## src/rtl/tag_pack_fifo_if.sv

```systemverilog
// Word-in / entry-out bus of tag_pack_fifo. The slave modport is the FIFO's own view;
// the master modport is the producer/consumer side.
interface tag_pack_fifo_if #(
    parameter int WORD_W = 64,
    parameter int WORDS  = 2,
    parameter int DEPTH  = 4
);
    localparam int ENTRY_W = WORD_W * WORDS;
    localparam int CW      = $clog2(DEPTH + 1);

    logic                clear_i;
    logic [WORD_W-1:0]   word_i;
    logic                word_valid_i;
    logic                word_ready_o;
    logic [ENTRY_W-1:0]  data_o;
    logic                valid_o;
    logic                ready_i;
    logic [CW-1:0]       count_o;
    logic                full_o;
    logic                empty_o;

    modport slave (
        input  clear_i, word_i, word_valid_i, ready_i,
        output word_ready_o, data_o, valid_o, count_o, full_o, empty_o
    );

    modport master (
        output clear_i, word_i, word_valid_i, ready_i,
        input  word_ready_o, data_o, valid_o, count_o, full_o, empty_o
    );
endinterface

```

## src/rtl/tag_pack_fifo.sv

```systemverilog
// Packs WORDS consecutive datapath words (first word in the MSBs) into one entry and
// queues the entries in a DEPTH-deep first-word-fall-through FIFO.
module tag_pack_fifo #(
    parameter int WORD_W = 64,
    parameter int WORDS  = 2,
    parameter int DEPTH  = 4
) (
    input  logic           clock_i,
    input  logic           resetb_i,
    tag_pack_fifo_if.slave bus
);
    localparam int ENTRY_W = WORD_W * WORDS;
    localparam int CW      = $clog2(DEPTH + 1);
    localparam int AW      = (DEPTH > 1) ? $clog2(DEPTH) : 1;
    localparam int WCW     = (WORDS > 1) ? $clog2(WORDS) : 1;
    localparam logic [WCW-1:0] LAST = WCW'(WORDS - 1);

    generate
        if (WORD_W < 1 || WORDS < 1 || DEPTH < 2 || (DEPTH & (DEPTH - 1)) != 0) begin : g_bad_param
            $error("tag_pack_fifo: WORD_W/WORDS must be >=1 and DEPTH a power of two >=2");
        end
    endgenerate

    logic [DEPTH-1:0][ENTRY_W-1:0]  mem;
    logic [WORDS-1:0][WORD_W-1:0]   slots;
    logic [WORDS-1:0][WORD_W-1:0]   asm_entry;
    logic [WCW-1:0]                 wcnt;
    logic [WCW-1:0]                 slot_idx;
    logic [AW-1:0]                  wptr;
    logic [AW-1:0]                  rptr;
    logic [CW-1:0]                  count;
    logic                           is_last;
    logic                           full;
    logic                           word_acc;
    logic                           push;
    logic                           pop;

    assign is_last  = (wcnt == LAST);
    assign full     = (count == CW'(DEPTH));
    // Only the completing word can be blocked; readiness never looks at ready_i.
    assign bus.word_ready_o = !(is_last && full);
    assign word_acc = bus.word_valid_i && bus.word_ready_o;
    assign push     = word_acc && is_last;
    assign pop      = bus.valid_o && bus.ready_i;
    assign slot_idx = LAST - wcnt;

    always_comb begin
        asm_entry    = slots;
        asm_entry[0] = bus.word_i;
    end

    assign bus.data_o  = mem[rptr];
    assign bus.valid_o = (count != '0);
    assign bus.empty_o = (count == '0);
    assign bus.full_o  = full;
    assign bus.count_o = count;

    always_ff @(posedge clock_i or negedge resetb_i) begin
        if (!resetb_i) begin
            mem   <= '0;
            slots <= '0;
            wcnt  <= '0;
            wptr  <= '0;
            rptr  <= '0;
            count <= '0;
        end else if (bus.clear_i) begin
            // Stored entries stay in place; only the bookkeeping is flushed.
            wcnt  <= '0;
            wptr  <= '0;
            rptr  <= '0;
            count <= '0;
        end else begin
            if (word_acc) begin
                if (is_last) begin
                    mem[wptr] <= asm_entry;
                    wptr      <= wptr + 1'b1;
                    wcnt      <= '0;
                end else begin
                    slots[slot_idx] <= bus.word_i;
                    wcnt            <= wcnt + 1'b1;
                end
            end
            if (pop)
                rptr <= rptr + 1'b1;
            case ({push, pop})
                2'b10:   count <= count + 1'b1;
                2'b01:   count <= count - 1'b1;
                default: count <= count;
            endcase
        end
    end
endmodule
```

## src/flat_wrapper.sv

```systemverilog
// flat-port wrapper written by rule: the top's interface ports become plain ports
module tag_pack_fifo_flat 
#(
    parameter int WORD_W = 64,
    parameter int WORDS  = 2,
    parameter int DEPTH  = 4
)
  (clock_i, resetb_i, bus_clear_i, bus_word_i, bus_word_valid_i, bus_ready_i, bus_word_ready_o, bus_data_o, bus_valid_o, bus_count_o, bus_full_o, bus_empty_o);
  tag_pack_fifo_if #(.WORD_W(WORD_W), .WORDS(WORDS), .DEPTH(DEPTH)) bus_i ();
  input  logic clock_i;
  input  logic resetb_i;
  input wire logic [$bits(bus_i.clear_i)-1:0] bus_clear_i;
  input wire logic [$bits(bus_i.word_i)-1:0] bus_word_i;
  input wire logic [$bits(bus_i.word_valid_i)-1:0] bus_word_valid_i;
  input wire logic [$bits(bus_i.ready_i)-1:0] bus_ready_i;
  output wire logic [$bits(bus_i.word_ready_o)-1:0] bus_word_ready_o;
  output wire logic [$bits(bus_i.data_o)-1:0] bus_data_o;
  output wire logic [$bits(bus_i.valid_o)-1:0] bus_valid_o;
  output wire logic [$bits(bus_i.count_o)-1:0] bus_count_o;
  output wire logic [$bits(bus_i.full_o)-1:0] bus_full_o;
  output wire logic [$bits(bus_i.empty_o)-1:0] bus_empty_o;
  assign bus_i.clear_i = bus_clear_i;
  assign bus_i.word_i = bus_word_i;
  assign bus_i.word_valid_i = bus_word_valid_i;
  assign bus_i.ready_i = bus_ready_i;
  assign bus_word_ready_o = bus_i.word_ready_o;
  assign bus_data_o = bus_i.data_o;
  assign bus_valid_o = bus_i.valid_o;
  assign bus_count_o = bus_i.count_o;
  assign bus_full_o = bus_i.full_o;
  assign bus_empty_o = bus_i.empty_o;
  tag_pack_fifo #(.WORD_W(WORD_W), .WORDS(WORDS), .DEPTH(DEPTH)) u_core (.clock_i(clock_i), .resetb_i(resetb_i), .bus(bus_i));
endmodule
```

## config.mk

```make
export PLATFORM = sky130hd
export DESIGN_NAME = tag_pack_fifo_flat
export DESIGN_NICKNAME = d
export VERILOG_FILES = /design/src/rtl/tag_pack_fifo_if.sv /design/src/rtl/tag_pack_fifo.sv /design/src/flat_wrapper.sv
export SDC_FILE = /design/constraint.sdc
export NUM_CORES = 1
export LEC_CHECK = 0
export ABC_AREA = 1
export CAP_MARGIN = 15
export CORE_ASPECT_RATIO = 0.9
export CORE_MARGIN = 5
export CORE_UTILIZATION = 40
export CTS_CLUSTER_DIAMETER = 80
export DETAILED_ROUTE_END_ITERATION = 8
export PLACE_DENSITY_LB_ADDON = 0.15
export SLEW_MARGIN = 10
export SYNTH_ARGS = -nofsm -noshare
export SYNTH_HDL_FRONTEND = slang
export SYNTH_SLANG_ARGS = --single-unit
```

## constraint.sdc

```tcl
create_clock -name clock_i -period 5.16 [get_ports clock_i]
set_input_delay 1.032 -clock clock_i [delete_from_list [all_inputs] [get_ports clock_i]]
set_output_delay 1.032 -clock clock_i [all_outputs]
set_load 0.03 [all_outputs]
```

== Word level (Yosys, flattened, before mapping) ==
Index checks and enable logic that the tools add are counted.

* Logic and storage cells: 60
* Input bits: 69
* Register bits: 648

* Add/subtract/negate cells: 6
* Magnitude comparators: 5
* Reductions and logical operators: 16
* Bitwise operators: 2
* Equal/unequal tests: 3
* Muxes and demuxes: 18

{| class="wikitable"
|+ Operators by type and width
! cell !! number
|-
| 512-bit bitwise mux || 1
|-
| 128-bit binary-select mux with 2-bit select || 1
|-
| 128-bit demux with 2-bit select || 1
|-
| 128-bit 2-to-1 mux || 2
|-
| 128-bit bitwise mux || 1
|-
| 64-bit demux with 1-bit select || 1
|-
| 64-bit 2-to-1 mux || 1
|-
| 2-bit 2-to-1 mux || 5
|-
| 1-bit logical AND || 6
|-
| 2-bit by 3-bit < comparator with 1-bit output (second input constant) || 2
|-
| 3-bit one-hot mux with 2 select lines || 1
|-
| 3-bit AND reduction || 2
|-
| 2-bit nonzero test || 3
|-
| 3-bit nonzero test || 2
|-
| 2-bit by 1-bit adder with 2-bit output (second input constant) || 2
|-
| 3-bit by 1-bit adder with 3-bit output (second input constant) || 1
|-
| 3-bit equality test (second input constant) || 1
|-
| 3-bit zero test || 1
|-
| 1-bit 2-to-1 mux || 3
|-
| 3-bit 2-to-1 mux || 1
|-
| 3-bit by 1-bit subtractor with 3-bit output (second input constant) || 1
|-
| 2-bit by 1-bit equality test with 1-bit output (second input constant) || 1
|-
| 2-bit equality test (second input constant) || 1
|-
| 2-bit by 1-bit greater-or-equal comparator with 1-bit output (second input constant) || 1
|-
| 7 further kinds || 8
|}

== Logic depth before layout (Yosys ltp) ==
Gate-level depths: netlist (run 1).

* Word-level depth: 8
* Gate-level depth with buffers: 13
* Depth with buffers taken out: 12

== Least setup slack after synthesis (run 1) ==
OpenSTA, ideal clock, no wires.

* Path type: reg2out
* Start point: reg u_core.rptr[0]
* End point: out bus_data_o[120]
* Slack: 2508 ps
* Arrival: 1620 ps
* Buffers on the path: 3
* Stages on the path, launching flop included: 7
* Cell sequence: dfrtp_1 -> buf_4 -> inv_2 -> buf_2 -> clkbuf_1 -> o21ai_0 -> o22ai_1

* Cells in the longest elaborated chain, start to end: 2

{| class="wikitable"
|+ RTL lines
! what !! RTL line !! text
|-
| start, declared || tag_pack_fifo.sv:30 || <nowiki>logic [AW-1:0] rptr;</nowiki>
|-
| start signal, assigned || tag_pack_fifo.sv:84 || <nowiki>rptr <= rptr + 1'b1;</nowiki>
|-
| 128-bit binary-select mux with 2-bit select || tag_pack_fifo.sv:52 || <nowiki>assign bus.data_o = mem[rptr];</nowiki>
|-
| 128-bit 2-to-1 mux (implied by the code) || tag_pack_fifo.sv:52 ||
|-
| end, declared || flat_wrapper.sv:17 || <nowiki>output wire logic [$bits(bus_i.data_o)-1:0] bus_data_o;</nowiki>
|}

Every way passes these cells. The select of a mux whose other input is x is not followed.

== Worst setup path after layout (run 1) ==
* Start point: reg u_core.rptr[0]
* End point: out bus_data_o[117]

Same word-level chain as after synthesis.

==> impl_metrics.tcl, run 1 <==
set metrics [dict create \
    gp_congestion 0.821 \
    fin_crit_sh_pct 84.4 \
    crit_chain "inv_6, buf_4, o21ai_0, o22ai_1, clkdlybuf4s50_1" \
    dr.pass1.iters 7 \
    rsz0062_at_grt "false" \
    final_nets 2948 \
    fp.dieH_um 248 \
    core-area_mm2 0.0624 \
    wirelength_um 72000 \
    synth_flop_cell "dfrtp_1" \
    layout_setup_ws_ns 0.804 \
    clk_pin_slew_ns 0.06 \
    async_flop_share_pct 100 \
    slew_violations 0 \
    syn_inst 2779 \
    grt_pass1_vias 18900 \
    place_hpwl_um 43800 \
    grt_max_degree 141 \
    pwr-share-comb_pct 34.3 \
    critPathTopFamily "buffers and inverters" \
    cellLeakagePower_nw 13.5 \
    syn_area_mm2 0.0251 \
    crit_type "reg -> out" \
    ff_latch_area_mm2 0.0146 \
    switching_share_pct 36.6 \
    clkSinkCount 584 \
    worstPathArrival_ns 3.32 \
    hold_viol 0 \
    grtUsageTotal_pct 21.0 \
    cts_hold_buf 0 \
    fin_cells 3770 \
    hp-class "in -> async" \
    dieArea_mm2 0.0678 \
    relSlewSlack_pct 42.7 \
    seq_power_share_pct 36.9 \
    postSynthAreaPerCell_um2 9.03 \
    ys_ff_latch 584 \
    h-tree-depth 3 \
    p_int_mw 10.3 \
    status "complete, no violations" \
    final_common_cell "o21ai_0" \
    vias 19900 \
    p_total_mw 16.2 \
    finalClockSkew_ns 0.0253 \
    cp-end-kind "output pin" \
    yosys_warnings 0 \
    fmax_ghz 0.230 \
    fin_setup_tns_ns 0 \
    crit_required_ns 4.13 \
    wl_per_cell_um 19.1 \
    synth_cell_types 22 \
    path_buf_inv 3 \
    cts_tree "yes" \
    p_sw_mw 5.94 \
    syn2layout_area_growth_pct 16.8 \
    ys_seq_area_share_pct 58.2 \
    synth_edf_count 0 \
    drive_above_1_share_pct 5.07 \
    cp_slowest_stage_delay_ns 0.77 \
    root_buffer "clkbuf_16" \
    ant_nets 0 \
    crit_path_top_delay_cell "clkdlybuf4s50_1" \
    fillers 5858 \
    numCtsBuffers 66 \
    final_util_pct 47.0 \
    cts_max_path_buffers 3 \
    portBuffers 203 \
    ioPinCount 204 \
    via_per_inst 5.27 \
    drcViolationCount 0 \
    dp_slack_ns 1.47 \
    multiInputGateArea_mm2 0.00846 \
    initial_core_util_pct 40.2 \
    setup_viol 0 \
    drv_cap 0 \
    clkPwrFrac_pct 28.8 \
    antenna_found_initial 5 \
    grt_pass1_wl_um 113000 \
    critPathMaxFanout 77 \
    die_x_um 274 \
    mostFrequentLayoutCells "o21ai_0 (650), nand2_1 (595), dfrtp_1 (582), nor2_1 (262), clkdlybuf4s50_1 (202)" \
    placedCellCount 3651 \
    clkLatencyLatePin_ns 0.59 \
    syn-num-nets 2853 \
    grt-ovfl-total 0 \
    post_cts_buffers 0 \
    worst_pin_slew_ns 0.860 \
    worstSetupStartpointType "register" \
    power_density_mw_per_mm2 554 \
    cts_resized 0 \
    min_period_ns 4.36 \
    row_count 87 \
    drtIter0Drc 1614 \
    ir_drop_mv 0.297 \
]
[worst paths after layout]
kind	startpoint	end	slack, ns	cells past startpoint
worst max-delay path	u_core.rptr[0]$_DFFE_PN0P_	bus_data_o[117]	0.80	5
worst min-delay path	resetb_i	u_core.mem[43]$_DFFE_PN0P_	0.42	1
worst max register to register	u_core.bus.count_o[0]$_DFFE_PN0P_	u_core.mem[111]$_DFFE_PN0P_	2.81	8
worst min register to register	u_core.mem[360]$_DFFE_PN0P_	u_core.mem[360]$_DFFE_PN0P_	0.48	2
max in group asynchronous	resetb_i	u_core.mem[294]$_DFFE_PN0P_	3.53	2
min in group clock_i	u_core.mem[360]$_DFFE_PN0P_	u_core.mem[360]$_DFFE_PN0P_	0.48	2
[flip-flops by register name, summed over array words and instances, names as in the netlist]
register            count
u_core.asm_entry       64
u_core.wptr             2
u_core.is_last          1
u_core.rptr             2
u_core.bus.count_o      3
u_core.mem            512
[logic make-up after synthesis]
group / after synthesis / synth area share [%]
AOI/OAI and AO/OA: 965 / 19.9
DFF: 584 / 58.2
xor gates and xnor gates: 2 / 0.0698
and+or+nand+nor: 872 / 13.3
buffers and inverters: 351 / 8.19
adders and majority gates: 5 / 0.279
[power by group through the flow]
stage	clock, mW	sequential, mW	combinational [mW]
2_1_floorplan	0	5.87	3.42
3_3_place_gp	0	6.02	5.56
3_5_place_dp	0	6.04	5.60
4_1_cts	4.78	5.97	5.63
5_1_grt	4.96	6.08	6.06
6_report	4.67	5.98	5.57
[synthesized netlist by cell type (2+ instances only)]
library cell | number | share of area, %
o21ai_0 | 650 | 13
nand2_1 | 596 | 8.9
dfrtp_1 | 584 | 58
nor2_1 | 262 | 3.9
o21ai_1 | 184 | 3.7
inv_1 | 138 | 2.1
o22ai_1 | 128 | 3.2
buf_6 | 82 | 3.7
clkbuf_1 | 65 | 0.97
buf_2 | 47 | 0.94
buf_4 | 17 | 0.51
nand2_4 | 5 | 0.22
ha_1 | 4 | 0.20
nand3_1 | 4 | 0.080
a21oi_1 | 3 | 0.060
nand4_1 | 3 | 0.075
inv_2 | 2 | 0.030
[layout make-up]
cell class	count	area share, %
Inverter	140	1.82
Clock inverter	15	0.568
Tap cell	845	3.61
Clock buffer	100	6.80
Antenna cell	4	0.0342
Sequential cell	584	49.9
Multi-Input combinational cell	1844	28.9
Timing Repair Buffer	238	8.36
[stage by stage]
stage	cell area (um^2)	hold slack, ns
after floorplan	25100	0.448
after global placement	27100	0.461
after detailed placement	27100	0.468
after CTS	29300	0.459
after global routing	29300	0.487
final	29300	0.416
[metal layers]
metal / track usage, % / share of wire, %
met1: 32.6 / 49
met2: 29.9 / 42
met3: 4.17 / 6.3
met4: 5.87 / 2.5
met5: 0 / 0
No activity file was read; power rests on OpenSTA's default activity.
==> inputs of run 2 (changes only) <==
==> constraint.sdc (replaced) <==
create_clock -name clock_i -period 4.55 [get_ports clock_i]
set_input_delay 0.91 -clock clock_i [delete_from_list [all_inputs] [get_ports clock_i]]
set_output_delay 0.91 -clock clock_i [all_outputs]
set_load 0.03 [all_outputs]
==> run 2 against run 1 <==
Against the previous run:
- sequential share of layout area shrank 0.55 points
- non-clock buffer count up 4
- clock-buffer cell count shrank 9
- final area rose by 1.1%
- flip-flop and latch count is the same
- critical path type unchanged
- critical endpoint is now bus_data_o[63]
==> impl_metrics.tcl, run 2 (same netlist as run 1, synthesis figures left out) <==
set metrics [dict create \
    status "complete, no violations" \
    drcViolationCount 0 \
    vias 20000 \
    r2r_cells 8 \
    setup_viol 0 \
    final_nets 2952 \
    initial_core_util_pct 40.2 \
    antenna_found_initial 1 \
    drive_above_1_share_pct 5.64 \
    worst_pin_slew_ns 0.942 \
    crit_type "reg -> out" \
    final_common_cell "o21ai_0" \
    fin_crit_sh_pct 93.3 \
    fin_cells 3773 \
    row_count 87 \
    post_cts_buffers 0 \
    core-area_mm2 0.0624 \
    fin_setup_tns_ns 0 \
    largest-register "u_core.mem" \
    slew_violations 0 \
    reg2reg_to "u_core.mem[42]$_DFFE_PN0P_" \
    fillers 5883 \
    die_x_um 274 \
    clkLatencyLatePin_ns 0.59 \
    grt_pass1_vias 19500 \
    cp-end-kind "output pin" \
    fmax_ghz 0.236 \
    relSlewSlack_pct 37.2 \
    grt-ovfl-total 0 \
    numCtsBuffers 66 \
    drv_cap 0 \
    dieArea_mm2 0.0678 \
    place_hpwl_um 42800 \
    clk_pin_slew_ns 0.06 \
    drtIter0Drc 1804 \
    placedCellCount 3655 \
    clkSinkCount 584 \
    cellLeakagePower_nw 13.7 \
    whs_ns 0.427 \
    wirelength_um 71200 \
    portBuffers 203 \
    ioPinCount 204 \
    fp.dieH_um 248 \
    worstSetupStartpointType "register" \
    mostFrequentLayoutCells "o21ai_0 (650), nand2_1 (595), dfrtp_1 (582), nor2_1 (262), clkdlybuf4s50_1 (202)" \
    h-tree-depth 3 \
    worstPathArrival_ns 3.33 \
    power_density_mw_per_mm2 637 \
    crit_required_ns 3.64 \
    cts_tree "yes" \
    ant_nets 0 \
    wl_per_cell_um 18.9 \
    critPathMaxFanout 64 \
    cts_max_path_buffers 3 \
    syn2layout_area_growth_pct 18.1 \
    layout_setup_ws_ns 0.306 \
    largest_reg_flops 512 \
    p_total_mw 18.9 \
    grtUsageTotal_pct 21.0 \
    dr.pass1.iters 5 \
    gp_congestion 0.812 \
    regToRegStartpoint "u_core.bus.count_o[1]$_DFFE_PN0P_" \
    ir_drop_mv 0.415 \
    regToRegSetupSlack_ns 2.13 \
    dp_slack_ns 0.910 \
    grt_pass1_wl_um 114000 \
    grt_max_degree 130 \
    rsz0062_at_grt "false" \
    min_period_ns 4.24 \
    root_buffer "clkbuf_16" \
    hp-class "in -> async" \
    finalClockSkew_ns 0.0156 \
    cts_hold_buf 0 \
    hold_viol 0 \
    via_per_inst 5.29 \
    cts_resized 0 \
]
==> run 2: worst max path at each step <==
stage,endpoint,startpoint
global placement,bus_data_o[106],u_core.rptr[0]$_DFFE_PN0P_
global route,bus_data_o[71],u_core.rptr[0]$_DFFE_PN0P_
floorplan,bus_data_o[120],u_core.rptr[0]$_DFFE_PN0P_
detailed placement,bus_data_o[106],u_core.rptr[0]$_DFFE_PN0P_
CTS,bus_data_o[106],u_core.rptr[0]$_DFFE_PN0P_
finish,bus_data_o[63],u_core.rptr[0]$_DFFE_PN0P_
==> run 2: layout make-up <==
type | count | area, um^2 | share of cell area (%)
flip-flops and latches | 584 | 14600 | 49.4
multi-input cells | 1844 | 8460 | 28.6
clock inverters | 25 | 385 | 1.30
repair buffers | 242 | 2540 | 8.58
well taps | 845 | 1060 | 3.57
clock buffers | 91 | 2010 | 6.79
diodes | 2 | 5.00 | 0.0169
inverters | 140 | 533 | 1.80
==> run 2: critical path: stages, from the launching register on <==
cell and delay (ns):
dfrtp_4 0.71, inv_6 0.50, o21ai_0 0.14, o22ai_1 0.54
clkdlybuf4s50_1 0.81
==> run 2: metal layers <==
| layer | track usage [%] | vias to the layer above | part of all wire (%) |
|---|---|---|---|
| met5 | 0 | - | 0 |
| met4 | 5.38 | 0 | 2.3 |
| met3 | 3.65 | 100 | 5.5 |
| met2 | 31.2 | 571 | 43 |
| met1 | 32.1 | 9871 | 49 |
| li1 | - | 9432 | - |
==> run 2: stage by stage <==
| step | cell area (um^2) | util (%) |
|---|---|---|
| after CTS | 29600 | 47.5 |
| final | 29600 | 47.5 |
| after floorplan | 25100 | - |
| after detailed placement | 27200 | 43.6 |
| after global routing | 29600 | 47.5 |
| after global placement | 27200 | 43.6 |
==> run 2: where the power goes <==
group / internal [mW] / switching, mW
Combinational: 2.31 / 3.98
Clock: 3.65 / 2.13
Sequential: 6.18 / 0.604
